File: src/rtl/ft_tx_drain.sv
// ft_tx_drain: drains bytes from a fall-through dual-clock FIFO and drives the
// FT2232H 245 synchronous-FIFO transmit pins in the 60 MHz CLKOUT domain.
// A 2-entry skid buffer (head/tail) absorbs TXE# deassertion without losing or
// repeating bytes. After a write burst, once the link has sat idle for
// FLUSH_TIMEOUT clocks, SIWU# is pulsed low for one clock to push out the
// chip's partial packet.
//
// Ports:
//   clk_i           FT2232H CLKOUT, also the FIFO read clock
//   reset_i         asynchronous active-high reset
//   enable_i        permits new pops from the FIFO
//   fifo_rd_en_o    FIFO pop; fifo_rd_data_i is valid in the same cycle
//   fifo_rd_data_i  FIFO fall-through data
//   fifo_rd_empty_i FIFO empty flag
//   ft_txe_n_i      FT2232H TXE#, low when the chip can take a byte
//   ft_data_o       byte presented to the chip (skid buffer head)
//   ft_wr_n_o       FT2232H WR#, low whenever the skid buffer holds data
//   ft_siwu_n_o     FT2232H SIWU#, one-clock low pulse after idle timeout
//   tx_count_o      bytes accepted by the chip, wraps
//   busy_o          skid buffer non-empty or flush in progress
//
// state  | meaning
// IDLE   | nothing sent since the last flush
// ACTIVE | bytes sent, timing the idle gap before flushing
// FLUSH  | SIWU# low for this one cycle, pops blocked
module ft_tx_drain #(
    parameter int DSIZE         = 8,
    parameter int FLUSH_TIMEOUT = 64,
    parameter int CNT_W         = 32
) (
    input  logic             clk_i,
    input  logic             reset_i,
    input  logic             enable_i,
    output logic             fifo_rd_en_o,
    input  logic [DSIZE-1:0] fifo_rd_data_i,
    input  logic             fifo_rd_empty_i,
    input  logic             ft_txe_n_i,
    output logic [DSIZE-1:0] ft_data_o,
    output logic             ft_wr_n_o,
    output logic             ft_siwu_n_o,
    output logic [CNT_W-1:0] tx_count_o,
    output logic             busy_o
);

    typedef enum logic [1:0] {
        ST_IDLE   = 2'd0,
        ST_ACTIVE = 2'd1,
        ST_FLUSH  = 2'd2
    } state_t;

    localparam logic [15:0] IDLE_LAST = 16'(FLUSH_TIMEOUT - 1);

    logic [DSIZE-1:0] head_q, head_d;
    logic [DSIZE-1:0] tail_q, tail_d;
    logic [1:0]       cnt_q, cnt_d;
    logic [CNT_W-1:0] tx_count_q, tx_count_d;
    logic [15:0]      idle_q, idle_d;
    logic             dirty_q, dirty_d;
    logic             siwu_n_q, siwu_n_d;
    state_t           state_q, state_d;

    logic pop;
    logic acc;
    logic idle_cond;

    // All handshake outputs decode from registers so the FT2232H never sees
    // a combinational path from TXE# back to WR#.
    assign fifo_rd_en_o = enable_i & ~fifo_rd_empty_i & (cnt_q != 2'd2) &
                          (state_q != ST_FLUSH);
    assign ft_data_o    = head_q;
    assign ft_wr_n_o    = (cnt_q == 2'd0);
    assign ft_siwu_n_o  = siwu_n_q;
    assign tx_count_o   = tx_count_q;
    assign busy_o       = (cnt_q != 2'd0) | (state_q == ST_FLUSH);

    assign pop       = fifo_rd_en_o;
    assign acc       = (cnt_q != 2'd0) & ~ft_txe_n_i;
    assign idle_cond = (cnt_q == 2'd0) & fifo_rd_empty_i & ~acc;

    always_comb begin
        head_d     = head_q;
        tail_d     = tail_q;
        cnt_d      = cnt_q;
        tx_count_d = tx_count_q + {{(CNT_W-1){1'b0}}, acc};
        idle_d     = idle_q;
        dirty_d    = dirty_q;
        state_d    = state_q;

        unique case ({pop, acc})
            2'b10: begin
                if (cnt_q == 2'd0) head_d = fifo_rd_data_i;
                else               tail_d = fifo_rd_data_i;
                cnt_d = cnt_q + 2'd1;
            end
            2'b01: begin
                head_d = tail_q;
                cnt_d  = cnt_q - 2'd1;
            end
            2'b11: begin
                // Count holds; the popped byte lands behind whatever remains.
                if (cnt_q == 2'd1) begin
                    head_d = fifo_rd_data_i;
                end else begin
                    head_d = tail_q;
                    tail_d = fifo_rd_data_i;
                end
            end
            default: ;
        endcase

        unique case (state_q)
            ST_IDLE: begin
                if (acc) begin
                    dirty_d = 1'b1;
                    idle_d  = 16'd0;
                    state_d = ST_ACTIVE;
                end
            end
            ST_ACTIVE: begin
                if (idle_cond) begin
                    if (idle_q == IDLE_LAST) begin
                        idle_d  = 16'd0;
                        state_d = ST_FLUSH;
                    end else begin
                        idle_d = idle_q + 16'd1;
                    end
                end else begin
                    idle_d = 16'd0;
                end
            end
            ST_FLUSH: begin
                dirty_d = 1'b0;
                state_d = ST_IDLE;
            end
            default: state_d = ST_IDLE;
        endcase

        siwu_n_d = (state_d != ST_FLUSH);
    end

    always_ff @(posedge clk_i or posedge reset_i) begin
        if (reset_i) begin
            head_q     <= '0;
            tail_q     <= '0;
            cnt_q      <= 2'd0;
            tx_count_q <= '0;
            idle_q     <= 16'd0;
            dirty_q    <= 1'b0;
            siwu_n_q   <= 1'b1;
            state_q    <= ST_IDLE;
        end else begin
            head_q     <= head_d;
            tail_q     <= tail_d;
            cnt_q      <= cnt_d;
            tx_count_q <= tx_count_d;
            idle_q     <= idle_d;
            dirty_q    <= dirty_d;
            siwu_n_q   <= siwu_n_d;
            state_q    <= state_d;
        end
    end

endmodule

File: config.mk
export PLATFORM = sky130hd
export DESIGN_NAME = ft_tx_drain
export DESIGN_NICKNAME = d
export VERILOG_FILES = /design/src/rtl/ft_tx_drain.sv
export SDC_FILE = /design/constraint.sdc
export NUM_CORES = 1
export LEC_CHECK = 0
export CORE_MARGIN = 3
export CORE_UTILIZATION = 50
export CTS_CLUSTER_DIAMETER = 200
export DETAILED_ROUTE_END_ITERATION = 8
export DONT_BUFFER_PORTS = 1
export PLACE_DENSITY = 0.71
export SKIP_CTS_REPAIR_TIMING = 1
export SYNTH_ARGS = -nofsm -noshare
export SYNTH_HDL_FRONTEND = slang
export SYNTH_SLANG_ARGS = --single-unit
File: constraint.sdc
create_clock -name clk_i -period 2.6 [get_ports clk_i]
set_input_delay 0.65 -clock clk_i [delete_from_list [all_inputs] [get_ports clk_i]]
set_output_delay 0.65 -clock clk_i [all_outputs]
set_load 0.05 [all_outputs]
## Yosys cells after proc, flatten, opt, wreduce, memory -nomap -nowiden

Cells that the tools add are included.

- Bits in read-only memories: 0
- Bits in writable memories: 0
- Logic and storage cells: 60
- Memories: 0
- Flip-flop bits (word level): 69
- Input bits: 13
- Latch bits: 0
- Output and inout bits: 44

- Bitwise operators: 10
- Divide/modulo/power cells: 0
- Equal/unequal tests: 14
- Reductions and logical operators: 10
- Muxes and demuxes: 15
- $lt $le $gt $ge: 0
- $mul: 0
- Shift operators: 0
- $add $sub $neg: 4

Operators with widths:

| cell | count |
|---|---|
| 16-bit two-way mux | 3 |
| 32-bit by 1-bit adder with 32-bit output | 1 |
| 8-bit two-way mux | 4 |
| 16-bit one-hot mux with 2 select lines | 1 |
| 8-bit one-hot mux with 3 select lines | 1 |
| 16-bit by 1-bit adder with 16-bit output (second input constant) | 1 |
| 16-bit by 6-bit == test with 1-bit output (second input constant) | 1 |
| 8-bit one-hot mux with 2 select lines | 1 |
| 2-bit != test (second input constant) | 7 |
| 2-bit one-hot mux with 2 select lines | 2 |
| 2-bit nonzero test | 4 |
| 1-bit bitwise AND | 6 |
| 2-bit by 1-bit == test with 1-bit output (second input constant) | 3 |
| 2-bit == test (second input constant) | 3 |
| 2-bit two-way mux | 3 |
| 2-bit logical NOT | 2 |
| 2-bit AND reduction | 2 |
| 1-bit NOT | 3 |
| 3-bit AND reduction | 1 |
| 3-bit nonzero test | 1 |
| 2-bit by 1-bit adder with 2-bit output (second input constant) | 1 |
| 2-bit by 1-bit subtractor with 2-bit output (second input constant) | 1 |
| 1-bit OR | 1 |

## Logic depth before layout (Yosys ltp)

- Depth after elaboration: 7
- Mapped depth: 10
- Depth with buffers taken out: 9

## Worst setup path before layout

Ideal clock, no wire load.

- Kind: input to register
- Start: in fifo_rd_empty_i
- End: reg tail_q[0]
- Library setup time: 0.125 ns
- Stages: 6
- Data arrival time: 2.323 ns
- Slack: 0.152 ns
- Buffers on the path: 1
- Path through: nor2_1 -> and3_1 -> ha_1 -> o211a_1 -> clkbuf_1 -> mux2_2

- Longest elaborated chain between the ends: 7
- Elaborated cells between the ends (all ways): 11
- Classes of those cells: eq/ne: 4; mux: 1; bitwise: 4; reduce/logical: 2

RTL lines:

| item | line | source |
|---|---|---|
| start: declaration | 36 | `input logic fifo_rd_empty_i,` |
| 1-bit NOT (*) | 68 | `assign fifo_rd_en_o = enable_i & ~fifo_rd_empty_i & (cnt_q != 2'd2) &` |
| 1-bit bitwise AND (*) (3 in series) | 68 |  |
| named net fifo_rd_en_o | 34 | `output logic fifo_rd_en_o,` |
| 2-bit == test | 89 | `unique case ({pop, acc})` |
| 2-bit != test (no source line) or 2-bit nonzero test (tied branches) | -- |  |
| 3-bit AND reduction (no source line) | -- |  |
| end signal: assignment | 153 | `tail_q <= tail_d;` |
| end: declaration | 54 | `logic [DSIZE-1:0] tail_q, tail_d;` |

Mark *: on every way through the listed nets, which the timed path passes. The rest lies on a longest branch.
A chain may end at the register's enable or synchronous reset.

## Worst setup path after layout

- Start: reg cnt_q[0]
- End: out busy_o

- Longest elaborated chain between the ends: 2

RTL lines:

| item | line | source |
|---|---|---|
| start: declaration | 55 | `logic [1:0] cnt_q, cnt_d;` |
| start signal: assignment | 154 | `cnt_q <= cnt_d;` |
| 2-bit nonzero test | 74 | `assign busy_o = (cnt_q != 2'd0) \| (state_q == ST_FLUSH);` |
| 1-bit OR | 74 |  |
| end: declaration | 42 | `output logic busy_o` |

Every way passes these cells.

==> flow_summary.ini <==
[timing]
slew_headroom = 0.5955
worstMarginPinSlew_ps = 606.7
post-route-period-util = 0.9156
finClkSkew_ps = 5.553
period_minus_slack_ps = 2381
hold-worst-slack_ps = 206.3
max_freq_ghz = 0.4201
final-hold-violation-count = 0
setup-violations-final = 0
fin_tns_setup_ps = 0
rsz0062_at_grt = false
drv_slew = 0
layout_setup_ws_ps = 219.4

[synthesis]
syn_nets = 322
synth_seq_cells = 69
synth.distinct_cells = 41
ys_seq_area_frac = 0.5151
syn_area_per_cell_um2 = 11.18
synth_warnings = 0
synth_top_flop_cell = dfrtp_1
netlist_area_mm2 = 0.003354
synth_edf_count = 0
synth_cells = 300
async_flop_share = 1.000

[critical_path]
cp_max_fo = 6
cp-end-kind = primary output
r2r_start = cnt_q[0]
r2r-end = ft_data_o[6]
reg2reg_depth = 9
crit_top_cell = buf_4
cp.arrival_ps = 1730
regToRegSetupSlack_ps = 320
critPathLaunchType = flip-flop
criticalPathCategory = flip-flop to primary output
slowest_delay_ps = 420
crit_slowest_cell = dfrtp_1
required_ps = 1950
cp_cell_sequence = inv_1 -> ha_1 -> buf_4 -> nand2_1 -> buf_4

[routing]
drt_iter0_drc = 98
detail_route.first_pass.iterations = 5
ant_nets = 0
routed_wl_um = 6834
via_count = 2378
viasPerCell = 5.814
wl_per_cell_um = 16.71
drc_errors = 0

[cells_and_area]
diodes = 0
fin_area_mm2 = 0.003810
area_growth_pct = 13.58
fillers = 529
final_util = 0.5932
drive_gt1_frac = 0.1958
nets = 349

[cts]
cts_tree = yes
clock-sinks = 69
path_clk_slew_ps = 70
cts_buffers = 9
cts-root-buf = clkbuf_8
cts_buffer_depth = 2
h-tree-depth = 3
clock_latency_ps = 340

[die]
die-area_mm2 = 0.007728
num_rows = 29
io_pins = 57
initial_core_util = 0.5223
die_x_um = 87.91
core_mm2 = 0.006422
chipHeight_um = 87.91

[run_status]
status = complete, no violations

[flow_run]
cap_viol_max_count = 0

[power]
p_leak_nw = 1.684
ir_drop_mv = 0.7918
p_per_area_mw_per_mm2 = 921.6

[grt]
antenna_found_initial = 0
grtUsageTotal = 0.1844
grt-ovfl-total = 0
grt_pass1_vias = 2344
grt_pass1_wl_um = 10920
grt_max_degree = 49

[placed_design]
placed_area_mm2 = 0.003596
dp_hpwl_um = 4761
place_ws_ps = 340.7
io_buffers = 0
place.gp.congestion = 0.8301

[hold_path]
hold_class = primary input to async pin
## layout make-up
class                   instances  area [µm²]  share of cell area
flip-flops and latches         69        1728              0.4535
multi-input cells             210        1526              0.4007
repair buffers                 25       200.2             0.05255
clock buffers                  10       127.6             0.03350
well taps                      77       96.34             0.02529
clock inverters                 6       86.33             0.02266
inverters                      12       45.04             0.01182
## cells in the final DEF, fill, tap and decap left out, types with 2 or more instances in the layout
cell	Yosys	final
or3_1	3	3
and3_1	12	12
a22o_1	8	8
nor2_1	9	9
nand4_1	16	16
bufinv_16	0	2
mux2_2	16	16
nor4_1	2	2
and4_1	5	5
inv_1	12	11
nand2b_1	2	2
clkbuf_8	0	9
a21oi_2	2	2
a21oi_1	9	9
nand3_2	2	2
o21ai_0	8	8
or4_1	7	7
buf_4	1	24
nand2_1	21	21
o31ai_1	8	8
clkinv_2	0	2
dfrtp_1	68	68
ha_1	9	9
nand3_1	19	19
nand4b_1	3	3
xor2_1	6	6
a31oi_1	3	3
xnor2_1	26	26
nor3_1	3	3
## routing by layer
layer | vias up | track usage | wire (µm)
met5 | - | 0 | 0
met4 | 0 | 0.07252 | 90
met3 | 9 | 0.07526 | 443
met2 | 54 | 0.3041 | 3376
met1 | 1169 | 0.2143 | 2923
li1 | 1146 | - | -
## Yosys cell counts, types with 2 or more instances
| cell | number | area [µm²] |
|---|---|---|
| a21oi_1 | 9 | 45.04 |
| a21oi_2 | 2 | 17.52 |
| a22o_1 | 8 | 70.07 |
| a31oi_1 | 3 | 18.77 |
| and3_1 | 12 | 75.07 |
| and4_1 | 5 | 43.79 |
| buf_2 | 2 | 10.01 |
| buf_6 | 2 | 22.52 |
| clkbuf_1 | 4 | 15.01 |
| dfrtp_1 | 68 | 1702 |
| ha_1 | 9 | 112.6 |
| inv_1 | 12 | 45.04 |
| mux2_2 | 16 | 180.2 |
| nand2_1 | 21 | 78.83 |
| nand2b_1 | 2 | 12.51 |
| nand3_1 | 19 | 95.09 |
| nand3_2 | 2 | 20.02 |
| nand4_1 | 16 | 100.1 |
| nand4b_1 | 3 | 26.28 |
| nor2_1 | 9 | 33.78 |
| nor3_1 | 3 | 15.01 |
| nor4_1 | 2 | 12.51 |
| o21ai_0 | 8 | 40.04 |
| o31ai_1 | 8 | 60.06 |
| or3_1 | 3 | 18.77 |
| or4_1 | 7 | 52.55 |
| xnor2_1 | 26 | 227.7 |
| xor2_1 | 6 | 52.55 |
## kinds of logic after synthesis
family | count (synthesis) | synth area share
compound gates | 44 | 0.09101
simple gates | 109 | 0.1932
flops | 69 | 0.5151
mux | 16 | 0.05371
buf+inv | 21 | 0.02984
xor+xnor | 32 | 0.08355
fa+ha+maj | 9 | 0.03357
## sequential cells by signal, summed over array words and instances, names as in the netlist
name and cells:
ft_data_o 8, state_q 2, tx_count_o 32, tail_q 8, ft_siwu_n_o 1, cnt_q 2, idle_q 16
## critical path: cells and delay by family (launching register included)
family                   cells  cell delay, ps
buffers and inverters        3             580
flip-flops                   1             420
adder cells (fa/ha/maj)      1             290
AND/OR/NAND/NOR              1              80
## report_power, final
| group | leakage, nW | internal (W) | total (W) | switching (W) |
|---|---|---|---|---|
| combinational | 0.673 | 0.000356 | 0.000865 | 0.000509 |
| clock | 0.107 | 0.000540 | 0.000949 | 0.000409 |
| sequential | 0.905 | 0.00126 | 0.00170 | 0.000435 |
## stage by stage
stage,std cells,total power [W]
floorplan,300,0.002355
global placement,393,0.002544
global route,409,0.003676
CTS,409,0.003560
detailed placement,393,0.002585
finish,409,0.003511
## how the worst max path moves through the flow
stage	start	endpoint	slack, ps
after floorplan	fifo_rd_empty_i	tail_q[0]	150
after global placement	cnt_q[0]	ft_data_o[7]	440
after detailed placement	cnt_q[0]	ft_data_o[3]	340
after CTS	cnt_q[0]	busy_o	200
after global routing	cnt_q[0]	busy_o	140
final	cnt_q[0]	busy_o	220
No activity file was read; power rests on OpenSTA's default activity.
